`src/rtl/pwm_pkg.sv`:
```
// pwm_pkg: shared definitions for the PWM capture block.
// Holds the CSR word addresses (decoded from address[2:0]), the CTRL and
// STATUS bit positions and the measurement FSM state encoding.
package pwm_pkg;

  // CSR word addresses
  localparam logic [2:0] ADDR_CTRL    = 3'd0;
  localparam logic [2:0] ADDR_STATUS  = 3'd1;
  localparam logic [2:0] ADDR_PERIOD  = 3'd2;
  localparam logic [2:0] ADDR_HIGH    = 3'd3;
  localparam logic [2:0] ADDR_DIVISOR = 3'd4;

  // CTRL bit positions
  localparam int CTRL_ENABLE   = 0;
  localparam int CTRL_IRQ_EN   = 1;
  localparam int CTRL_ONE_SHOT = 2;

  // STATUS bit positions (valid/overflow are write-one-to-clear, level is read-only)
  localparam int STAT_VALID    = 0;
  localparam int STAT_OVERFLOW = 1;
  localparam int STAT_LEVEL    = 2;

  // Measurement FSM states
  typedef enum logic [1:0] {
    ST_IDLE    = 2'd0,
    ST_ARM     = 2'd1,
    ST_MEASURE = 2'd2
  } cap_state_e;

endpackage

```
`src/rtl/pwm_in_sync.sv`:
```
// pwm_in_sync: brings the asynchronous PWM pin into the clk domain through a
// SYNC_STAGES-deep flop chain, then compares against one extra flop to find
// edges.
// Ports:
//   clk    - system clock, rising edge
//   rst_n  - asynchronous active-low reset
//   pwm_in - asynchronous PWM pin
//   level  - synchronised pin level (registered)
//   rise   - one-cycle pulse on a synchronised 0->1 transition
//   fall   - one-cycle pulse on a synchronised 1->0 transition
module pwm_in_sync #(
  parameter int SYNC_STAGES = 2
) (
  input  logic clk,
  input  logic rst_n,
  input  logic pwm_in,
  output logic level,
  output logic rise,
  output logic fall
);

  logic [SYNC_STAGES-1:0] sync_r;
  logic                   prev_r;

  // Synchroniser chain plus the edge-detect history flop
  always_ff @(posedge clk or negedge rst_n) begin
    if (!rst_n) begin
      sync_r <= '0;
      prev_r <= 1'b0;
    end else begin
      sync_r <= {sync_r[SYNC_STAGES-2:0], pwm_in};
      prev_r <= sync_r[SYNC_STAGES-1];
    end
  end

  assign level = sync_r[SYNC_STAGES-1];
  assign rise  = sync_r[SYNC_STAGES-1] & ~prev_r;
  assign fall  = ~sync_r[SYNC_STAGES-1] & prev_r;

endmodule

```
`src/rtl/pwm_capture.sv`:
```
// pwm_capture: measures period and high time of an external PWM signal in
// prescaled ticks and exposes the results on a 16-bit CSR bus.
// Ports:
//   clk          - system clock, rising edge
//   reset        - asynchronous active-low reset
//   chipselect   - bus block select
//   write_enable - write strobe (qualified by chipselect)
//   read_enable  - read strobe (qualified by chipselect)
//   address      - word address, bits [2:0] decoded
//   writedata    - write data
//   readdata     - registered read data, one cycle after the read strobe
//   pwm_in       - asynchronous PWM input
//   irq          - level interrupt: irq_en & (valid | overflow), registered
module pwm_capture
  import pwm_pkg::*;
#(
  parameter int CNT_W       = 16,
  parameter int SYNC_STAGES = 2
) (
  input  logic        clk,
  input  logic        reset,
  input  logic        chipselect,
  input  logic        write_enable,
  input  logic        read_enable,
  input  logic [15:0] address,
  input  logic [15:0] writedata,
  output logic [15:0] readdata,
  input  logic        pwm_in,
  output logic        irq
);

  localparam logic [CNT_W-1:0] CNT_ONE = {{(CNT_W-1){1'b0}}, 1'b1};
  localparam logic [CNT_W-1:0] CNT_MAX = {CNT_W{1'b1}};

  // CSR state
  logic             enable_r;
  logic             irq_en_r;
  logic             one_shot_r;
  logic             valid_r;
  logic             overflow_r;
  logic [CNT_W-1:0] divisor_r;
  logic [CNT_W-1:0] period_cap_r;
  logic [CNT_W-1:0] high_cap_r;
  logic [15:0]      readdata_r;
  logic             irq_r;

  // Measurement state
  cap_state_e       state_r;
  cap_state_e       state_nxt_s;
  logic [CNT_W-1:0] presc_cnt_r;
  logic [CNT_W-1:0] period_cnt_r;
  logic [CNT_W-1:0] high_cnt_r;
  logic [CNT_W-1:0] period_nxt_s;
  logic [CNT_W-1:0] high_nxt_s;
  logic             capture_s;
  logic             ovf_set_s;
  logic             oneshot_clr_s;
  logic             tick_s;

  // Bus decode
  logic             wr_s;
  logic             rd_s;
  logic [2:0]       addr_s;
  logic [15:0]      rd_mux_s;

  // Input path
  logic             level_s;
  logic             rise_s;
  logic             fall_s;
  logic             unused_s;

  pwm_in_sync #(
    .SYNC_STAGES (SYNC_STAGES)
  ) u_sync (
    .clk    (clk),
    .rst_n  (reset),
    .pwm_in (pwm_in),
    .level  (level_s),
    .rise   (rise_s),
    .fall   (fall_s)
  );

  // Period is rise-to-rise, so the falling edge carries no information here.
  assign unused_s = ^{fall_s, address[15:3], writedata[15:3]};

  assign wr_s   = chipselect & write_enable;
  assign rd_s   = chipselect & read_enable;
  assign addr_s = address[2:0];
  assign tick_s = (presc_cnt_r == divisor_r);

  // Prescaler: counts 0..DIVISOR, restarting from 0 whenever the FSM idles
  always_ff @(posedge clk or negedge reset) begin
    if (!reset) begin
      presc_cnt_r <= '0;
    end else if (state_r == ST_IDLE) begin
      presc_cnt_r <= '0;
    end else if (tick_s) begin
      presc_cnt_r <= '0;
    end else begin
      presc_cnt_r <= presc_cnt_r + CNT_ONE;
    end
  end

  // FSM state and measurement counters
  always_ff @(posedge clk or negedge reset) begin
    if (!reset) begin
      state_r      <= ST_IDLE;
      period_cnt_r <= '0;
      high_cnt_r   <= '0;
    end else begin
      state_r      <= state_nxt_s;
      period_cnt_r <= period_nxt_s;
      high_cnt_r   <= high_nxt_s;
    end
  end

  // Next-state and counter logic; a detected rise takes precedence over the
  // overflow check so a full-scale period is still captured.
  always_comb begin
    state_nxt_s   = state_r;
    period_nxt_s  = period_cnt_r;
    high_nxt_s    = high_cnt_r;
    capture_s     = 1'b0;
    ovf_set_s     = 1'b0;
    oneshot_clr_s = 1'b0;
    if (!enable_r) begin
      state_nxt_s  = ST_IDLE;
      period_nxt_s = '0;
      high_nxt_s   = '0;
    end else begin
      case (state_r)
        ST_IDLE: begin
          state_nxt_s  = ST_ARM;
          period_nxt_s = '0;
          high_nxt_s   = '0;
        end
        ST_ARM: begin
          if (rise_s) begin
            state_nxt_s  = ST_MEASURE;
            period_nxt_s = tick_s ? CNT_ONE : '0;
            high_nxt_s   = tick_s ? CNT_ONE : '0;
          end else begin
            period_nxt_s = '0;
            high_nxt_s   = '0;
          end
        end
        ST_MEASURE: begin
          if (rise_s) begin
            capture_s    = 1'b1;
            period_nxt_s = tick_s ? CNT_ONE : '0;
            high_nxt_s   = tick_s ? CNT_ONE : '0;
            if (one_shot_r) begin
              state_nxt_s   = ST_IDLE;
              oneshot_clr_s = 1'b1;
            end else begin
              state_nxt_s   = ST_MEASURE;
            end
          end else if (tick_s) begin
            if (period_cnt_r == CNT_MAX) begin
              // Constant input: give up on this period and re-arm
              ovf_set_s    = 1'b1;
              period_nxt_s = '0;
              high_nxt_s   = '0;
              state_nxt_s  = ST_ARM;
            end else begin
              period_nxt_s = period_cnt_r + CNT_ONE;
              if (level_s) begin
                high_nxt_s = high_cnt_r + CNT_ONE;
              end else begin
                high_nxt_s = high_cnt_r;
              end
            end
          end else begin
            period_nxt_s = period_cnt_r;
            high_nxt_s   = high_cnt_r;
          end
        end
        default: begin
          state_nxt_s  = ST_IDLE;
          period_nxt_s = '0;
          high_nxt_s   = '0;
        end
      endcase
    end
  end

  // CTRL register; a bus write wins over the one-shot auto-clear of enable
  always_ff @(posedge clk or negedge reset) begin
    if (!reset) begin
      enable_r   <= 1'b0;
      irq_en_r   <= 1'b0;
      one_shot_r <= 1'b0;
    end else if (wr_s && (addr_s == ADDR_CTRL)) begin
      enable_r   <= writedata[CTRL_ENABLE];
      irq_en_r   <= writedata[CTRL_IRQ_EN];
      one_shot_r <= writedata[CTRL_ONE_SHOT];
    end else if (oneshot_clr_s) begin
      enable_r   <= 1'b0;
    end else begin
      enable_r   <= enable_r;
    end
  end

  // STATUS flags: hardware set beats a same-cycle write-one-to-clear
  always_ff @(posedge clk or negedge reset) begin
    if (!reset) begin
      valid_r    <= 1'b0;
      overflow_r <= 1'b0;
    end else begin
      valid_r    <= capture_s |
                    (valid_r & ~(wr_s && (addr_s == ADDR_STATUS) && writedata[STAT_VALID]));
      overflow_r <= ovf_set_s |
                    (overflow_r & ~(wr_s && (addr_s == ADDR_STATUS) && writedata[STAT_OVERFLOW]));
    end
  end

  // DIVISOR register; the new value is used from the next tick compare
  always_ff @(posedge clk or negedge reset) begin
    if (!reset) begin
      divisor_r <= '0;
    end else if (wr_s && (addr_s == ADDR_DIVISOR)) begin
      divisor_r <= writedata[CNT_W-1:0];
    end else begin
      divisor_r <= divisor_r;
    end
  end

  // Capture registers, loaded on each measured rise-to-rise interval
  always_ff @(posedge clk or negedge reset) begin
    if (!reset) begin
      period_cap_r <= '0;
      high_cap_r   <= '0;
    end else if (capture_s) begin
      period_cap_r <= period_cnt_r;
      high_cap_r   <= high_cnt_r;
    end else begin
      period_cap_r <= period_cap_r;
      high_cap_r   <= high_cap_r;
    end
  end

  // Read mux; unused bits and addresses 5-7 return zero
  always_comb begin
    rd_mux_s = 16'h0000;
    case (addr_s)
      ADDR_CTRL: begin
        rd_mux_s[CTRL_ENABLE]   = enable_r;
        rd_mux_s[CTRL_IRQ_EN]   = irq_en_r;
        rd_mux_s[CTRL_ONE_SHOT] = one_shot_r;
      end
      ADDR_STATUS: begin
        rd_mux_s[STAT_VALID]    = valid_r;
        rd_mux_s[STAT_OVERFLOW] = overflow_r;
        rd_mux_s[STAT_LEVEL]    = level_s;
      end
      ADDR_PERIOD:  rd_mux_s[CNT_W-1:0] = period_cap_r;
      ADDR_HIGH:    rd_mux_s[CNT_W-1:0] = high_cap_r;
      ADDR_DIVISOR: rd_mux_s[CNT_W-1:0] = divisor_r;
      default:      rd_mux_s = 16'h0000;
    endcase
  end

  // Registered read data; holds between reads. A same-edge capture is not
  // visible until the following read because the mux sees pre-edge values.
  always_ff @(posedge clk or negedge reset) begin
    if (!reset) begin
      readdata_r <= 16'h0000;
    end else if (rd_s) begin
      readdata_r <= rd_mux_s;
    end else begin
      readdata_r <= readdata_r;
    end
  end

  // Registered interrupt, one cycle behind the status flags
  always_ff @(posedge clk or negedge reset) begin
    if (!reset) begin
      irq_r <= 1'b0;
    end else begin
      irq_r <= irq_en_r & (valid_r | overflow_r);
    end
  end

  assign readdata = readdata_r;
  assign irq      = irq_r;

endmodule
```
`config.mk`:
```
export PLATFORM = sky130hd
export DESIGN_NAME = pwm_capture
export DESIGN_NICKNAME = d
export VERILOG_FILES = /design/src/rtl/pwm_pkg.sv /design/src/rtl/pwm_in_sync.sv /design/src/rtl/pwm_capture.sv
export SDC_FILE = /design/constraint.sdc
export NUM_CORES = 1
export LEC_CHECK = 0
export ABC_AREA = 1
export CAP_MARGIN = 20
export CELL_PAD_IN_SITES_DETAIL_PLACEMENT = 0
export CELL_PAD_IN_SITES_GLOBAL_PLACEMENT = 1
export CORE_ASPECT_RATIO = 1.5
export CORE_MARGIN = 3
export CORE_UTILIZATION = 43
export CTS_CLUSTER_SIZE = 40
export DETAILED_ROUTE_END_ITERATION = 7
export PLACE_DENSITY = 0.86
export REMOVE_ABC_BUFFERS = 1
export SLEW_MARGIN = 20
export SYNTH_ARGS = -nofsm -noshare
export SYNTH_HDL_FRONTEND = slang
export SYNTH_HIERARCHICAL = 1
export SYNTH_SLANG_ARGS = --single-unit
```
`constraint.sdc`:
```
create_clock -name clk -period 2.75 [get_ports clk]
set_clock_uncertainty 0.15 [all_clocks]
set_input_delay 0.825 -clock clk [delete_from_list [all_inputs] [get_ports clk]]
set_output_delay 0.825 -clock clk [all_outputs]
set_load 0.02 [all_outputs]
```
# Word-level counts from Yosys, hierarchy flattened
# Index checks and enable logic that the tools add are counted.
[word_totals]
out_inout_bits = 17
word_cells = 91
in_bits = 38
reg_bits = 123
[classes]
n_addsub = 3
reduce_logical = 10
eq_ne = 12
n_mux = 38
bitwise_logic = 12
[ops]
columns = ["operator", "count"]
rows = [
  ["two-way mux 16 bit", 11],
  ["case mux 16 bit (2 select lines)", 2],
  ["adder 16 x 1 -> 16 bit (second input constant)", 3],
  ["case mux 13 bit (3 select lines)", 1],
  ["equality test 16 bit", 1],
  ["equality test 16 bit (second input constant)", 1],
  ["two-way mux 1 bit", 16],
  ["case mux 3 bit (5 select lines)", 1],
  ["two-way mux 2 bit", 6],
  ["inequality test 4 bit (second input constant)", 2],
  ["bitwise AND 1 bit", 6],
  ["equality test 3 x 2 -> 1 bit (second input constant)", 2],
  ["case mux 2 bit (3 select lines)", 1],
  ["logical AND 1 bit", 5],
  ["inequality test 5 x 4 -> 1 bit (second input constant)", 1],
  ["equality test 3 x 1 -> 1 bit (second input constant)", 1],
  ["equality test 3 bit (second input constant)", 1],
  ["logical NOT 3 bit", 1],
  ["inequality test 3 bit (second input constant)", 1],
  ["NOT 1 bit", 3],
  ["OR 1 bit", 3],
  ["AND reduction 3 bit", 1],
  ["equality test 2 x 1 -> 1 bit (second input constant)", 1],
  ["equality test 2 bit (second input constant)", 1],
  ["3 further kinds", 3],
]

# Logic depth before layout (Yosys ltp)
# Gate-level depths: netlist (run 1).
[logic_depth]
word_depth = 7
ltp_mapped = 14
mapped_depth_nobuf = 13

# Hierarchy
# Netlist (run 1), hierarchy kept.
[by_module_without_submodules]
columns = ["mod", "seq_area_each_um2", "area_per_inst_um2", "instances", "cells_per_inst"]
rows = [
  ["pwm_capture", 3002.9, 6326.1, 1, 833],
  ["pwm_in_sync", 75.1, 90.1, 1, 7],
]

# Worst setup path after synthesis (run 1)
# Ideal clock, no wire load.
[synth_path]
kind = "input to register"
startpoint = "input port address[0]"
endpoint = "register readdata_r[11] (netlist: readdata[11])"
stages = 6
setup_ps = 132
required_time_ps = 2468
arrival_time_ps = 1637
path_slack_ps = 831
path_cell_list = "nor2_1 nand2_1 clkbuf_1 nor2_1 a221oi_1 o21ai_1"
[synth_between]
elab_chain_len = 2
[synth_lines]
columns = ["element", "line_no", "text"]
rows = [
  ["from (decl)", "pwm_capture.sv:25", "input logic [15:0] address,"],
  ["equality test 3 bit or equality test 3 x 2 -> 1 bit (tied branches)", "pwm_capture.sv:245", "case (addr_s)"],
  ["case mux 13 bit (3 select lines) (*)", "pwm_capture.sv:245", ""],
  ["to (signal assigned)", "pwm_capture.sv:269", "readdata_r <= rd_mux_s;"],
  ["to (signal assigned)", "pwm_capture.sv:271", "readdata_r <= readdata_r;"],
  ["to (decl)", "pwm_capture.sv:44", "logic [15:0] readdata_r;"],
]
# Mark *: on every way between the ends. The rest lies on a longest branch, timed or not.
# A chain may end at the register's enable or synchronous reset.

# Final worst setup path (run 1)
[layout_path]
startpoint = "register presc_cnt_r[12]"
endpoint = "register presc_cnt_r[13]"
[layout_between]
elab_chain_len = 3
[layout_lines]
columns = ["element", "line_no", "text"]
rows = [
  ["from (decl)", "pwm_capture.sv:50", "logic [CNT_W-1:0] presc_cnt_r;"],
  ["from (signal assigned)", "pwm_capture.sv:100", "presc_cnt_r <= presc_cnt_r + CNT_ONE;"],
  ["adder 16 x 1 -> 16 bit or equality test 16 bit (tied branches)", "pwm_capture.sv:100, pwm_capture.sv:89", ""],
  ["two-way mux 16 bit (*)", "pwm_capture.sv:97", "end else if (tick_s) begin"],
  ["two-way mux 16 bit (*)", "pwm_capture.sv:95", "end else if (state_r == ST_IDLE) begin"],
]
# Marked as above.

==> metrics.md, run 1 <==
| Metric | Value |
|---|---|
| Worst setup EP type | register |
| Number of buffers added by the clock tree synthesis step | 17 |
| Cell area after layout | roughly 7700 µm² |
| Placer Congestion | 0.823 |
| Reg-to-reg critical path startpoint | presc_cnt_r[12]$_DFF_PN0_ |
| Tot Pwr | 4.78 mW |
| Number of placement rows | 54 |
| Layout Area Growth over Synthesis | 19.5% |
| Final Hold Vio Count | 0 |
| Clock H-tree levels | 4 |
| Most common library cell in the layout ignoring fill and taps | sky130_fd_sc_hd__nand2_1 |
| Nets | approximately 940 |
| Total die area | roughly 16,000 µm² |
| Filler-free cell count of the finished design | around 1,100 |
| Vias after detailed routing | 5,521 |
| Pwr per Cell Area | approximately 620 nW/µm² |
| Half-perimeter wire length of the detailed placement result | 12,100 µm |
| Post-CTS Setup Inserts | 0 |
| Number of antenna violations at the first check in global routing | 0 |
| Number of diodes added for antenna fixing | 0 |
| Total overflow reported by the global router | 0 |
| Total DRC errors in the routed layout | 0 |
| Fraction of layout instances using a drive strength above 1 | between 10% and 20% |
| Area of the multi-input gates | 2800 µm² |
| Most used cell along the critical path | sky130_fd_sc_hd__nand2_1 |
| Post-route minimum period | roughly 2.4 ns |
| Maximum cell stage delay along the critical path | approximately 0.38 ns |
| Flip-flop and latch area | slightly above 3000 µm² |
| Arr. time, crit path | 2.52 ns |
| Width of the chip | around 110 µm |
| Count of cells resized by post-cts repair | 0 |
| Static leakage power | 3.52 nW |
| Remaining antenna violation count after routing | 0 |
| Clock slew seen by the registers of the worst setup and hold paths | roughly 0.06 ns |
| Via density per instance | around 5.0 |
| Number of cells after detailed placement | roughly 1,100 |
| Leading cell types in the layout, fill and taps excluded | 234 x sky130_fd_sc_hd__nand2_1, 123 x sky130_fd_sc_hd__dfrtp_1, 84 x sky130_fd_sc_hd__nor2_1 |
| Root cell of the clock tree | sky130_fd_sc_hd__clkbuf_16 |
| Drt total wl | between 15,000 and 20,000 µm |
| Maximum clock rate | approximately 420 MHz |
| Flop pwr share | about two fifths |
| Combinational cell fraction of total power | ~16% |
| Clk network pwr share | between 40% and 50% |
| Effective utilization at floorplan | a little over two fifths |
| Type of the setup path with the least slack | register to register |
| Max VDD drop | between 0.3 and 0.4 mV |
| Clock tree from TritonCTS | done |
| Clock Latency Late Sink | ~0.41 ns |
| Post-Synthesis Cell Area | 6410 µm² |
| End of the worst register-to-register path | presc_cnt_r[13]$_DFF_PN0_ |
| Largest net degree at the start of global routing | 57 |
| Die height | between 150 and 200 µm |
| Setup TNS after final layout | 0 ns |
| Per-instance average area after synthesis | about 7.6 µm² |
| Worst reg2reg path depth | 11 |
| Average wire per cell in the routed design | about 15 µm |
| Post-CTS Hold Fix Bufs | 0 |
| Net switching power | between 1 and 1.5 mW |
| Fillers | around 1,400 |
| Final worst-path cycle share | between 80% and 90% |
| GRT Resource Usage Total | between 20% and 30% |
| Setup repair after global routing missed its margin | no |
| Total count of max-transition violations in the final report | 0 |
| Longest Clk Path Bufs | 2 |
| Hold Slack | around 0.17 ns |
| Global-route wire length before repair | between 20,000 and 30,000 µm |
| Switching Fraction | between 20% and 30% |
| CTS Sinks | between 100 and 150 |
| Worst max-slew margin expressed relative to the limit | a little under half |
| Required time at the endpoint of the critical path | 2.88 ns |
| Register-to-register setup slack | about 0.36 ns |
| # Max-Cap Violations | 0 |
| Core region area | around 15,000 µm² |
| I/O pin count | 55 |
| Synth Warn # | 6 |
| Post-Place Cell Area | just over 7000 µm² |
| IO Port Bufs | 41 |
| Critical Path Source Type | register |
| DR pass1 iterations | 5 |
| CP max FO | 7 |
| Library cell contributing the largest single delay on the critical path | sky130_fd_sc_hd__dfrtp_1 |
| Total internal power | roughly 3.4 mW |
| Instance count of the mapped netlist | around 840 |
| List of cells traversed by the critical path | inv_2 > nand2_1 > nand2_1 > nor2_1 > nand2_1 > nor2_1 > nand2_2 > nand2_1 > inv_1 > o21ai_0 > a21oi_1 |
| Vias in the first global route | 5,439 |
| Worst hold-check path type | input port to async pin |
| Count of routing violations after the opening detailed-route iteration | between 300 and 400 |
| Final number of setup-violating endpoints | 0 |
| Worst Tran Pin Value | between 0.8 and 0.9 ns |
| Run status | finished, final reports clean |
==> cell type report <==
class | count | area share (%)
clock buffer | 22 | 6.45
clock inverter | 7 | 0.555
inverter | 103 | 5.08
multi-input combinational | 582 | 36.5
sequential | 123 | 40.2
tap | 196 | 3.20
timing repair buffer | 65 | 8.01
==> sequential cells by signal, summed over array words and instances (netlist names), 2 cells and up <==
signal         count
period_cnt_r      16
high_cnt_r        16
divisor_r         16
state_r            2
presc_cnt_r       16
u_sync/sync_r      2
period_cap_r      16
high_cap_r        16
readdata          16
==> worst max-delay path, delay by kind of cell (launching register included) <==
family                 cells  cell delay, ns
AOI/OAI and AO/OA          2            0.30
buffers and inverters      2            0.25
and+or+nand+nor            7            1.19
DFF                        1            0.38
==> how the worst max path moves through the flow <==
stage	startpoint	to	slack (ns)	depth (start not counted)
2_1_floorplan	state_r[0]$_DFFE_PN0P_	enable_r$_DFFE_PN0P_	0.03	7
3_5_place_dp	address[2]	readdata[15]$_DFFE_PN0P_	0.15	6
4_1_cts	readdata[10]$_DFFE_PN0P_	readdata[10]	0.35	1
3_3_place_gp	address[2]	readdata[15]$_DFFE_PN0P_	0.17	6
5_1_grt	state_r[0]$_DFFE_PN0P_	enable_r$_DFFE_PN0P_	0.19	8
6_report	presc_cnt_r[12]$_DFF_PN0_	presc_cnt_r[13]$_DFF_PN0_	0.36	11
==> stage by stage <==
stage / setup WS [ns] / util, %
2_1_floorplan: 0.0348 / -
3_3_place_gp: 0.175 / 48.8
3_5_place_dp: 0.151 / 48.8
4_1_cts: 0.346 / 52.5
5_1_grt: 0.187 / 52.5
6_report: 0.361 / 52.5
==> metal layers <==
layer / up-vias / track usage [%] / part of all wire, %
met5: - / 0 / 0
met3: 19 / 3.57 / 3.0
met4: 0 / 7.28 / 1.8
met2: 103 / 37.2 / 53
met1: 2575 / 24.6 / 42
li1: 2824 / - / -
==> power groups by stage <==
stage | Sequential, mW | Clock, mW | Combinational (mW)
after floorplan | 2.05 | 0 | 0.404
after global placement | 2.03 | 0 | 0.769
after detailed placement | 2.03 | 0 | 0.771
after CTS | 2.00 | 2.05 | 0.773
after global routing | 2.01 | 2.15 | 0.863
final | 2.00 | 2.02 | 0.767
(Power assumes the default switching activity.)
==> run 2: changes to the inputs <==
--- a/config.mk
+++ b/config.mk
@@ -21,3 +21,4 @@
 export SYNTH_HDL_FRONTEND = slang
 export SYNTH_HIERARCHICAL = 1
 export SYNTH_SLANG_ARGS = --single-unit
+export TNS_END_PERCENT = 5
==> results of run 2 <==
The final DEF is identical to that of run 1; final timing and power are the same.
